**src/rtl/ctrl_pipe_pkg.sv**
```systemverilog
// Shared constants and control-bundle types for ctrl_pipe_unit and its decoder.
package ctrl_pipe_pkg;
  localparam int ALU_W = 4;
  localparam int REG_W = 5;

  localparam logic [5:0] OP_RTYPE = 6'h00, OP_BEQ  = 6'h04, OP_BNE  = 6'h05,
                         OP_ADDI  = 6'h08, OP_ADDIU = 6'h09, OP_SLTI = 6'h0A,
                         OP_ANDI  = 6'h0C, OP_ORI  = 6'h0D, OP_XORI = 6'h0E,
                         OP_LUI   = 6'h0F, OP_LW   = 6'h23, OP_SW   = 6'h2B;

  localparam logic [5:0] F_SLL  = 6'h00, F_SRL  = 6'h02, F_SRA  = 6'h03,
                         F_SLLV = 6'h04, F_SRLV = 6'h06, F_SRAV = 6'h07,
                         F_ADD  = 6'h20, F_ADDU = 6'h21, F_SUB  = 6'h22,
                         F_SUBU = 6'h23, F_AND  = 6'h24, F_OR   = 6'h25,
                         F_XOR  = 6'h26, F_NOR  = 6'h27, F_SLT  = 6'h2A;

  typedef enum logic [ALU_W-1:0] {
    ALU_NOP = 4'h0, ALU_ADD = 4'h1, ALU_SUB = 4'h2, ALU_AND = 4'h3,
    ALU_OR  = 4'h4, ALU_XOR = 4'h5, ALU_NOR = 4'h6, ALU_SLT = 4'h7,
    ALU_SLL = 4'h8, ALU_SRL = 4'h9, ALU_SRA = 4'hA, ALU_LUI = 4'hB
  } alu_op_e;

  localparam logic [1:0] FWD_RF = 2'd0, FWD_EXMEM = 2'd1, FWD_MEMWB = 2'd2;

  // ID/EX contents; a bubble is the all-zero value
  typedef struct packed {
    logic             valid;
    alu_op_e          alu;
    logic             alu_src;
    logic             shift_src;
    logic             imm_zext;
    logic             branch;
    logic             branch_ne;
    logic             mem_write;
    logic             mem_to_reg;
    logic             reg_write;
    logic [REG_W-1:0] dst;
    logic [REG_W-1:0] rs;
    logic [REG_W-1:0] rt;
  } ex_t;

  typedef struct packed {
    ex_t  ex;
    logic use_rs;
    logic use_rt;
  } ctrl_t;

  typedef struct packed {
    logic             valid;
    logic             mem_write;
    logic             mem_to_reg;
    logic             reg_write;
    logic [REG_W-1:0] dst;
  } mem_t;

  localparam int CTRL_W = $bits(ctrl_t);
endpackage

```
**src/rtl/ctrl_pipe_unit_decode.sv**
```systemverilog
// Combinational ID decode: instruction word -> control bundle plus illegal flag.
module ctrl_decode
  import ctrl_pipe_pkg::*;
(
  input  logic [31:0]       instruction,
  output logic [CTRL_W-1:0] ctrl_bits,
  output logic              illegal
);
  logic [5:0]       op, funct;
  logic [REG_W-1:0] rs, rt, rd;
  logic             unused_shamt;
  ctrl_t            c;

  assign op           = instruction[31:26];
  assign rs           = instruction[25:21];
  assign rt           = instruction[20:16];
  assign rd           = instruction[15:11];
  assign funct        = instruction[5:0];
  assign unused_shamt = ^instruction[10:6];

  always_comb begin
    c          = '0;
    illegal    = 1'b0;
    c.ex.valid = 1'b1;
    c.ex.rs    = rs;
    c.ex.rt    = rt;
    case (op)
      OP_RTYPE: begin
        c.ex.dst       = rd;
        c.ex.reg_write = 1'b1;
        c.use_rt       = 1'b1;
        case (funct)
          F_ADD, F_ADDU: c.ex.alu = ALU_ADD;
          F_SUB, F_SUBU: c.ex.alu = ALU_SUB;
          F_AND:         c.ex.alu = ALU_AND;
          F_OR:          c.ex.alu = ALU_OR;
          F_XOR:         c.ex.alu = ALU_XOR;
          F_NOR:         c.ex.alu = ALU_NOR;
          F_SLT:         c.ex.alu = ALU_SLT;
          F_SLLV:        c.ex.alu = ALU_SLL;
          F_SRLV:        c.ex.alu = ALU_SRL;
          F_SRAV:        c.ex.alu = ALU_SRA;
          F_SLL: begin c.ex.alu = ALU_SLL; c.ex.shift_src = 1'b1; end
          F_SRL: begin c.ex.alu = ALU_SRL; c.ex.shift_src = 1'b1; end
          F_SRA: begin c.ex.alu = ALU_SRA; c.ex.shift_src = 1'b1; end
          default:       illegal = 1'b1;
        endcase
        // shamt shifts take operand A from the instruction, so rs is not read
        c.use_rs = ~c.ex.shift_src;
      end
      OP_ADDI, OP_ADDIU, OP_SLTI, OP_ANDI, OP_ORI, OP_XORI, OP_LUI: begin
        c.ex.alu_src   = 1'b1;
        c.ex.dst       = rt;
        c.ex.reg_write = 1'b1;
        c.use_rs       = 1'b1;
        case (op)
          OP_SLTI: c.ex.alu = ALU_SLT;
          OP_ANDI: begin c.ex.alu = ALU_AND; c.ex.imm_zext = 1'b1; end
          OP_ORI:  begin c.ex.alu = ALU_OR;  c.ex.imm_zext = 1'b1; end
          OP_XORI: begin c.ex.alu = ALU_XOR; c.ex.imm_zext = 1'b1; end
          OP_LUI:  begin c.ex.alu = ALU_LUI; c.ex.imm_zext = 1'b1; end
          default: c.ex.alu = ALU_ADD;
        endcase
      end
      OP_LW: begin
        c.ex.alu        = ALU_ADD;
        c.ex.alu_src    = 1'b1;
        c.ex.mem_to_reg = 1'b1;
        c.ex.reg_write  = 1'b1;
        c.ex.dst        = rt;
        c.use_rs        = 1'b1;
      end
      OP_SW: begin
        c.ex.alu       = ALU_ADD;
        c.ex.alu_src   = 1'b1;
        c.ex.mem_write = 1'b1;
        c.use_rs       = 1'b1;
        c.use_rt       = 1'b1;
      end
      OP_BEQ, OP_BNE: begin
        c.ex.alu       = ALU_SUB;
        c.ex.branch    = 1'b1;
        c.ex.branch_ne = op[0];
        c.use_rs       = 1'b1;
        c.use_rt       = 1'b1;
      end
      default: illegal = 1'b1;
    endcase
    if (c.ex.dst == '0) c.ex.reg_write = 1'b0;
    if (illegal) c = '0;
  end

  assign ctrl_bits = c;
endmodule

```
**src/rtl/ctrl_pipe_unit.sv**
```systemverilog
// Decode + ID/EX, EX/MEM, MEM/WB control pipeline with hazard stall, flush and freeze.
// FORWARD_EN: defined -> load-use-only stalls with registered forward selects.
module ctrl_pipe_unit
  import ctrl_pipe_pkg::*;
#(
  parameter int ALU_CTRL_W          = 4,
  parameter int REG_ADDR_W          = 5,
  parameter int RESET_ILLEGAL_CNT_W = 8
) (
  input  logic                           clk,
  input  logic                           reset,
  input  logic                           id_valid,
  input  logic [31:0]                    instruction,
  input  logic                           freeze,
  input  logic                           branch_taken,
  output logic                           id_ready,
  output logic                           ex_valid,
  output logic [ALU_CTRL_W-1:0]          ex_alu_control,
  output logic                           ex_alu_source,
  output logic                           ex_alu_source_shift,
  output logic                           ex_imm_zext,
  output logic                           ex_branch,
  output logic                           ex_branch_ne,
  output logic [REG_ADDR_W-1:0]          ex_rs,
  output logic [REG_ADDR_W-1:0]          ex_rt,
  output logic [1:0]                     ex_fwd_a,
  output logic [1:0]                     ex_fwd_b,
  output logic                           mem_valid,
  output logic                           mem_write,
  output logic                           mem_to_reg,
  output logic                           mem_reg_write,
  output logic [REG_ADDR_W-1:0]          mem_dst,
  output logic                           wb_valid,
  output logic                           wb_reg_write,
  output logic                           wb_mem_to_reg,
  output logic [REG_ADDR_W-1:0]          wb_dst,
  output logic [RESET_ILLEGAL_CNT_W-1:0] illegal_cnt
);
  logic [CTRL_W-1:0]              id_bits;
  ctrl_t                          id_ctrl;
  logic                           id_illegal, hazard, load_id;
  ex_t                            idex;
  mem_t                           exmem;
  mem_t                           memwb;
  logic [RESET_ILLEGAL_CNT_W-1:0] cnt;

  ctrl_decode u_decode (
    .instruction (instruction),
    .ctrl_bits   (id_bits),
    .illegal     (id_illegal)
  );
  assign id_ctrl = ctrl_t'(id_bits);

  // reg_write is already cleared for dst 0 and for bubbles
  function automatic logic src_hit(input ctrl_t s, input logic wr, input logic [REG_W-1:0] dst);
    return wr && ((s.use_rs && s.ex.rs == dst) || (s.use_rt && s.ex.rt == dst));
  endfunction

`ifdef FORWARD_EN
  logic [1:0] fwd_a_q, fwd_b_q, fwd_a_d, fwd_b_d;

  assign hazard = id_valid && idex.mem_to_reg && src_hit(id_ctrl, idex.reg_write, idex.dst);

  // Selects describe where the operand lives once this instruction reaches EX:
  // today's ID/EX writer will be in EX/MEM, today's EX/MEM writer in MEM/WB.
  function automatic logic [1:0] fwd_sel(input logic used, input logic [REG_W-1:0] src);
    if (used && idex.reg_write && idex.dst == src)   return FWD_EXMEM;
    if (used && exmem.reg_write && exmem.dst == src) return FWD_MEMWB;
    return FWD_RF;
  endfunction

  assign fwd_a_d = fwd_sel(id_ctrl.use_rs, id_ctrl.ex.rs);
  assign fwd_b_d = fwd_sel(id_ctrl.use_rt, id_ctrl.ex.rt);

  always_ff @(posedge clk) begin
    if (reset) begin
      fwd_a_q <= FWD_RF;
      fwd_b_q <= FWD_RF;
    end else if (!freeze) begin
      fwd_a_q <= load_id ? fwd_a_d : FWD_RF;
      fwd_b_q <= load_id ? fwd_b_d : FWD_RF;
    end
  end
  assign ex_fwd_a = fwd_a_q;
  assign ex_fwd_b = fwd_b_q;
`else
  assign hazard = id_valid && (src_hit(id_ctrl, idex.reg_write, idex.dst) ||
                               src_hit(id_ctrl, exmem.reg_write, exmem.dst));
  assign ex_fwd_a = FWD_RF;
  assign ex_fwd_b = FWD_RF;
`endif

  // flush wins over hazard: the stalled instruction is discarded anyway
  assign id_ready = !freeze && (branch_taken || !hazard);
  assign load_id  = id_valid && !branch_taken && !hazard;

  always_ff @(posedge clk) begin
    if (reset) begin
      idex  <= '0;
      exmem <= '0;
      memwb <= '0;
      cnt   <= '0;
    end else if (!freeze) begin
      idex            <= load_id ? id_ctrl.ex : '0;
      exmem.valid      <= idex.valid;
      exmem.mem_write  <= idex.mem_write;
      exmem.mem_to_reg <= idex.mem_to_reg;
      exmem.reg_write  <= idex.reg_write;
      exmem.dst        <= idex.dst;
      memwb            <= exmem;
      if (id_valid && id_illegal && !branch_taken && cnt != '1)
        cnt <= cnt + RESET_ILLEGAL_CNT_W'(1);
    end
  end

  assign ex_valid            = idex.valid;
  assign ex_alu_control      = ALU_CTRL_W'(idex.alu);
  assign ex_alu_source       = idex.alu_src;
  assign ex_alu_source_shift = idex.shift_src;
  assign ex_imm_zext         = idex.imm_zext;
  assign ex_branch           = idex.branch;
  assign ex_branch_ne        = idex.branch_ne;
  assign ex_rs               = REG_ADDR_W'(idex.rs);
  assign ex_rt               = REG_ADDR_W'(idex.rt);
  assign mem_valid           = exmem.valid;
  assign mem_write           = exmem.mem_write;
  assign mem_to_reg          = exmem.mem_to_reg;
  assign mem_reg_write       = exmem.reg_write;
  assign mem_dst             = REG_ADDR_W'(exmem.dst);
  assign wb_valid            = memwb.valid;
  assign wb_reg_write        = memwb.reg_write;
  assign wb_mem_to_reg       = memwb.mem_to_reg;
  assign wb_dst              = REG_ADDR_W'(memwb.dst);
  assign illegal_cnt         = cnt;

  logic unused_memwb_write;
  assign unused_memwb_write = memwb.mem_write;
endmodule

```
**config.mk**
```make
export PLATFORM = sky130hd
export DESIGN_NAME = ctrl_pipe_unit
export DESIGN_NICKNAME = d
export VERILOG_FILES = /design/src/rtl/ctrl_pipe_pkg.sv /design/src/rtl/ctrl_pipe_unit_decode.sv /design/src/rtl/ctrl_pipe_unit.sv
export SDC_FILE = /design/constraint.sdc
export NUM_CORES = 1
export LEC_CHECK = 0
export CAP_MARGIN = 10
export CORE_MARGIN = 2
export CORE_UTILIZATION = 45
export CTS_CLUSTER_SIZE = 40
export DETAILED_ROUTE_END_ITERATION = 7
export GPL_ROUTABILITY_DRIVEN = 0
export HOLD_SLACK_MARGIN = 0.1
export PLACE_DENSITY_LB_ADDON = 0.15
export SLEW_MARGIN = 5
export SYNTH_ARGS = -nofsm -noshare
export SYNTH_HDL_FRONTEND = slang
export SYNTH_SLANG_ARGS = --single-unit
```
**constraint.sdc**
```tcl
create_clock -name clk -period 2.7 [get_ports clk]
set_input_delay 0.54 -clock clk [delete_from_list [all_inputs] [get_ports clk]]
set_output_delay 0.54 -clock clk [all_outputs]
set_load 0.01 [all_outputs]
```
==> flow_summary_export.csv, run 1 <==
group,metric,value,unit
clock_network,htree_levels,2,
yosys,yosys.area.top_type,"dfxtp_1",
setup_path,critPathArrivalTime,2.37,ns
run_status,violations,"negative setup slack",
yosys,yosysUniqueCellTypes,76,
floorplan,rows,32,
grt,grt_max_degree,29,
floorplan,fp.coreArea,7730,sq um
job,drv_cap,0,
final_layout,drive_above_1_share,32.4,%
final_layout,multiInputGateArea,2420,sq um
yosys,ys_warn_count,0,
clock_network,cts_tree,"yes",
routing,drt_iter0_drc,350,
routing,avgRoutedWirePerCell,16.5,um
setup_path,worstSetupPathType,"in2out",
sta,period_share,108,%
routing,vias,3698,
sta,layout_setup_ws,-0.208,ns
final_layout,antenna_cells,0,
routing,dr.pass1.iters,5,
power,p_per_area,313,nW/um^2
routing,wl,10800,um
sta,setup_viol,1,
place,io_buffers,77,
worst_hold_path,min_path_cells,2,
sta,drv_slew,0,
sta,tns,-0.208,ns
run_status,status,"finished, violations left",
clock_network,cts_root_buf,"clkbuf_8",
final_layout,seq_area,1060,sq um
place,dp_hpwl,7570,um
setup_path,cp.required,2.16,ns
yosys,ys_async_sr_fraction,0,%
yosys,postSynthCellCount,425,
clock_network,cts.clk_slew.worst_paths,0.10,ns
yosys,synthFlopType,"dfxtp_1",
setup_path,worst_r2r_path_depth,8,
setup_path,r2r-start,"idex[13]",
yosys,post-synth-top-count-cell,"dfxtp_1",
sta,fin_skew,0.0110,ns
yosys,ys_ff_latch,53,
power,p_total,1610,uW
final_layout,fin_util,66.6,%
grt,antenna_found_initial,0,
yosys,synth-seq-area-share,29.7,%
clock_network,cts_hold_buf,0,
clock_network,cts_buffers,5,
yosys,synth_area_leaders,"dfxtp_1 (30%), mux2i_1 (5.0%), nand2_1 (4.6%)",
yosys,syn_area,3580,sq um
final_layout,fillers,650,
power,ir_worst_vdd,0.198,mV
yosys,ys_top_cells_by_count,"dfxtp_1 (53), nand2_1 (44), nor2_1 (40), nand3_1 (22), buf_4 (20)",
worst_hold_path,worstHoldStart,"ex_imm_zext",
routing,ant_nets,0,
floorplan,die_h,93.2,um
power,p_leak,0.00201,uW
final_layout,fin_nets,587,
clock_network,clkLatencyLatePin,0.32,ns
setup_path,r2r_slack,0.39,ns
floorplan,initial_utilization,46.3,%
floorplan,die_area,8680,sq um
floorplan,dieWidth,93.2,um
worst_hold_path,hold_path_class,"reg2reg",
yosys,synth_edf_count,0,
sta,max_freq,344,MHz
place,pre_cts_ws,-1.04,ns
clock_network,cts.path.max_buffers,2,
worst_hold_path,hold-path-endpoint,"ex_imm_zext",
clock_network,clock-sinks,53,
setup_path,worstReg2RegEnd,"idex[11]",
sta,hold_ws,0.463,ns
yosys,synth.avg_cell_area,8.42,sq um
sta,finalHoldViolCount,0,
setup_path,critPathCaptureType,"output port",
routing,drc,0,
floorplan,ioPinCount,87,
grt,grt_usage,24.8,%
grt,grt_pass1_wl,17400,um
sta,fin_crit,2.91,ns
grt,grt_pass1_vias,3597,
sta,rsz0062_at_grt,"true",
grt,gr-total-overflow,0,
final_layout,area_growth,43.8,%
yosys,synth_top_cell_area_share,29.7,%
setup_path,critPathLaunchType,"input pin",
routing,viasPerCell,5.67,
setup_path,crit_fanout,7,
-- cell families after synthesis --
logic type	count (synthesis)	synth area share, %
mux	20	5.77
flops	53	29.7
simple gates	171	25.1
other cells	1	0.105
xor+xnor	17	4.16
buf+inv	56	9.30
compound gates	106	25.5
fa+ha+maj	1	0.350
-- layer usage --
layer,vias to the layer above,global-route usage [%],part of all wire (%)
met5,-,0,0
met4,0,9.31,2.8
met3,35,4.27,6.1
met2,158,41.2,47
met1,1736,32.1,44
li1,1769,-,-
-- through the flow --
stage               std cells  cell area (sq um)
finish                    652               5140
global route              652               5140
CTS                       648               5030
detailed placement        633               4770
global placement          633               4770
floorplan                 428               3610
-- power breakdown --
part           internal (uW)  leakage [uW]  switching [uW]
Sequential               784      0.000427            2.65
Combinational            173       0.00154             180
Clock                    186     0.0000456             283
Total                   1140       0.00201             466
-- repair_timing --
action	4_1_cts	5_1_grt
pin swaps	17	14
hold endpoints to repair	0	0
setup endpoints to repair	29	8
resized for setup	88	20
setup buffers	7	4
-- placed cells by master (no fill, tap or decap), types with 8 or more instances in the layout --
master,instances
buf_4,80
nor2_1,37
nor3_1,8
o21ai_0,10
clkdlybuf4s50_1,57
mux2i_1,18
buf_6,12
nand2_1,44
o31ai_2,10
dfxtp_1,53
nand3_1,22
o21ai_2,13
xnor2_1,10
-- how the worst max path moves through the flow --
stage               endpoint             from  depth (start not counted)
floorplan           id_ready  instruction[31]                          7
global placement    id_ready   instruction[3]                          9
detailed placement  id_ready   instruction[3]                          9
CTS                 id_ready   instruction[5]                          9
global route        id_ready  instruction[28]                         10
finish              id_ready  instruction[28]                         10
-- critical path: stages --
cell and delay [ns]:
buf_6 0.08, nor2_2 0.04, o31a_4 0.39, buf_4 0.16, a211oi_2 0.29, nor4_2 0.09
o211ai_2 0.19, nand2b_1 0.11, o32ai_4 0.29, buf_2 0.18
-- layout make-up --
type | instances | area share [%]
multi-input cells | 319 | 47.0
clock buffers | 6 | 1.41
repair buffers | 164 | 27.8
clock inverters | 2 | 0.268
well taps | 102 | 2.48
flip-flops and latches | 53 | 20.6
inverters | 6 | 0.438
Note: power is estimated with default switching activity, not from simulation.
==> inputs of run 2 (changes only) <==
Settings changed: SKIP_CTS_REPAIR_TIMING set to 1.
==> run 2 against run 1 <==
Effect of this change: the run still ends with negative setup slack left; clock power about the same; global-route usage down 1.2 points; sequential share of layout area up 0.44 points; sequential power about the same; core utilization down 1.4 points; final cell count down 0.92%; critical path type unchanged; critical endpoint unchanged; largest cell class unchanged.
==> flow_summary_export.csv, run 2 (synthesis results as in run 1) <==
group,metric,value,unit
run_status,status,"finished, violations left",
run_status,violations,"negative setup slack",
grt,grt.met2_usage,39.1,%
clock_network,cts.clk_slew.worst_paths,0.10,ns
clock_network,clock-sinks,53,
final_layout,area_growth,40.8,%
routing,vias,3607,
grt,use_met1,31.2,%
clock_network,cts_root_buf,"clkbuf_8",
clock_network,cts_tree,"yes",
power,ir_worst_vdd,0.193,mV
routing,drc,0,
place,pre_cts_ws,-1.04,ns
setup_path,critical-path-max-stage-delay,0.31,ns
floorplan,fp.coreArea,7730,sq um
sta,fin_crit,2.92,ns
routing,avgRoutedWirePerCell,15.8,um
sta,tns,-0.220,ns
final_layout,fillers,677,
final_layout,antenna_cells,0,
grt,busiest_layer,"met2",
clock_network,cts_buffers,5,
floorplan,dieWidth,93.2,um
job,drv_cap,0,
routing,wl,10200,um
grt,grt_max_degree,29,
floorplan,ioPinCount,87,
power,p_per_area,316,nW/um^2
sta,layout_setup_ws,-0.220,ns
setup_path,cp.required,2.16,ns
final_layout,drive_above_1_share,29.6,%
routing,dr.pass1.iters,5,
grt,grt_usage,23.5,%
setup_path,critical_path.cell_chain,"buf_6 > and3b_4 > o221ai_4 > nor2_4 > o21ai_1 > a2bb2oi_2 > o32ai_4 > o32ai_4 > buf_2",
setup_path,cp_slowest_cell,"and3b_4",
final_layout,fin_nets,581,
setup_path,critPathCaptureType,"output port",
floorplan,initial_utilization,46.3,%
sta,max_freq,342,MHz
grt,gr-total-overflow,0,
setup_path,worstSetupPathType,"in2out",
setup_path,crit_fanout,8,
sta,setup_viol,1,
sta,finalHoldViolCount,0,
setup_path,cp_common_cell,"o32ai_4",
setup_path,critPathArrivalTime,2.38,ns
floorplan,rows,32,
final_layout,final_common_cell,"buf_4",
clock_network,cts.path.max_buffers,2,
worst_hold_path,hold_path_class,"reg2reg",
place,dp_hpwl,7570,um
floorplan,die_h,93.2,um
clock_network,htree_levels,2,
sta,fin_skew,0.0115,ns
routing,viasPerCell,5.58,
final_layout,mostFrequentLayoutCells,"buf_4 (77), clkdlybuf4s50_1 (57), dfxtp_1 (53)",
grt,antenna_found_initial,0,
place,io_buffers,77,
floorplan,die_area,8680,sq um
power,p_total,1590,uW
grt,use_met3,3.30,%
sta,period_share,108,%
grt,grt_pass1_vias,3492,
routing,drt_iter0_drc,259,
sta,drv_slew,0,
setup_path,critPathLaunchType,"input pin",
power,p_leak,0.00202,uW
routing,ant_nets,0,
grt,grt_pass1_wl,16600,um
sta,rsz0062_at_grt,"true",
setup_path,r2r_slack,0.60,ns
clock_network,clkLatencyLatePin,0.32,ns
run 2: per-stage QoR:
| stage | cell area, sq um | instances | util, % | hold WS [ns] |
|---|---|---|---|---|
| finish | 5040 | 646 | 65.2 | 0.463 |
| global placement | 4770 | 633 | 61.7 | 0.439 |
| floorplan | 3610 | 428 | - | 0.426 |
| CTS | 4850 | 641 | 62.8 | 0.466 |
| detailed placement | 4770 | 633 | 61.7 | 0.445 |
| global route | 5040 | 646 | 65.2 | 0.480 |
run 2: power breakdown:
group / switching (uW) / leakage, uW / internal [uW]
Sequential: 2.62 / 0.000427 / 784
Combinational: 167 / 0.00154 / 168
Clock: 283 / 0.0000456 / 186
run 2: area by class of cell:
class | instances | area, sq um | share of cell area [%]
Clock buffer | 6 | 72.6 | 1.44
Clock inverter | 2 | 13.8 | 0.273
Inverter | 6 | 22.5 | 0.447
Multi-Input combinational cell | 319 | 2330 | 46.3
Sequential cell | 53 | 1060 | 21.1
Tap cell | 102 | 128 | 2.53
Timing Repair Buffer | 158 | 1410 | 27.9
run 2: path summary, 6_finish.rpt:
| check | start | endpoint | depth (start not counted) |
|---|---|---|---|
| setup / recovery | instruction[2] | id_ready | 9 |
| hold / removal | ex_alu_control[2] | ex_alu_control[2] | 2 |
| setup reg to reg | mem_dst[2] | ex_alu_control[2] | 7 |
| hold reg to reg | ex_alu_control[2] | ex_alu_control[2] | 2 |
run 2: layer usage:
metal / routed length [um] / part of all wire [%] / vias up
met2: 4850 / 47 / 113
li1: - / - / 1768
met4: 185 / 1.8 / 0
met5: 0 / 0 / -
met1: 4700 / 46 / 1707
met3: 482 / 4.7 / 19
run 2: critical path, delay by kind of cell:
family          cells  cell delay [ns]
compound gates      5             0.94
simple gates        2             0.61
buf+inv             2             0.27
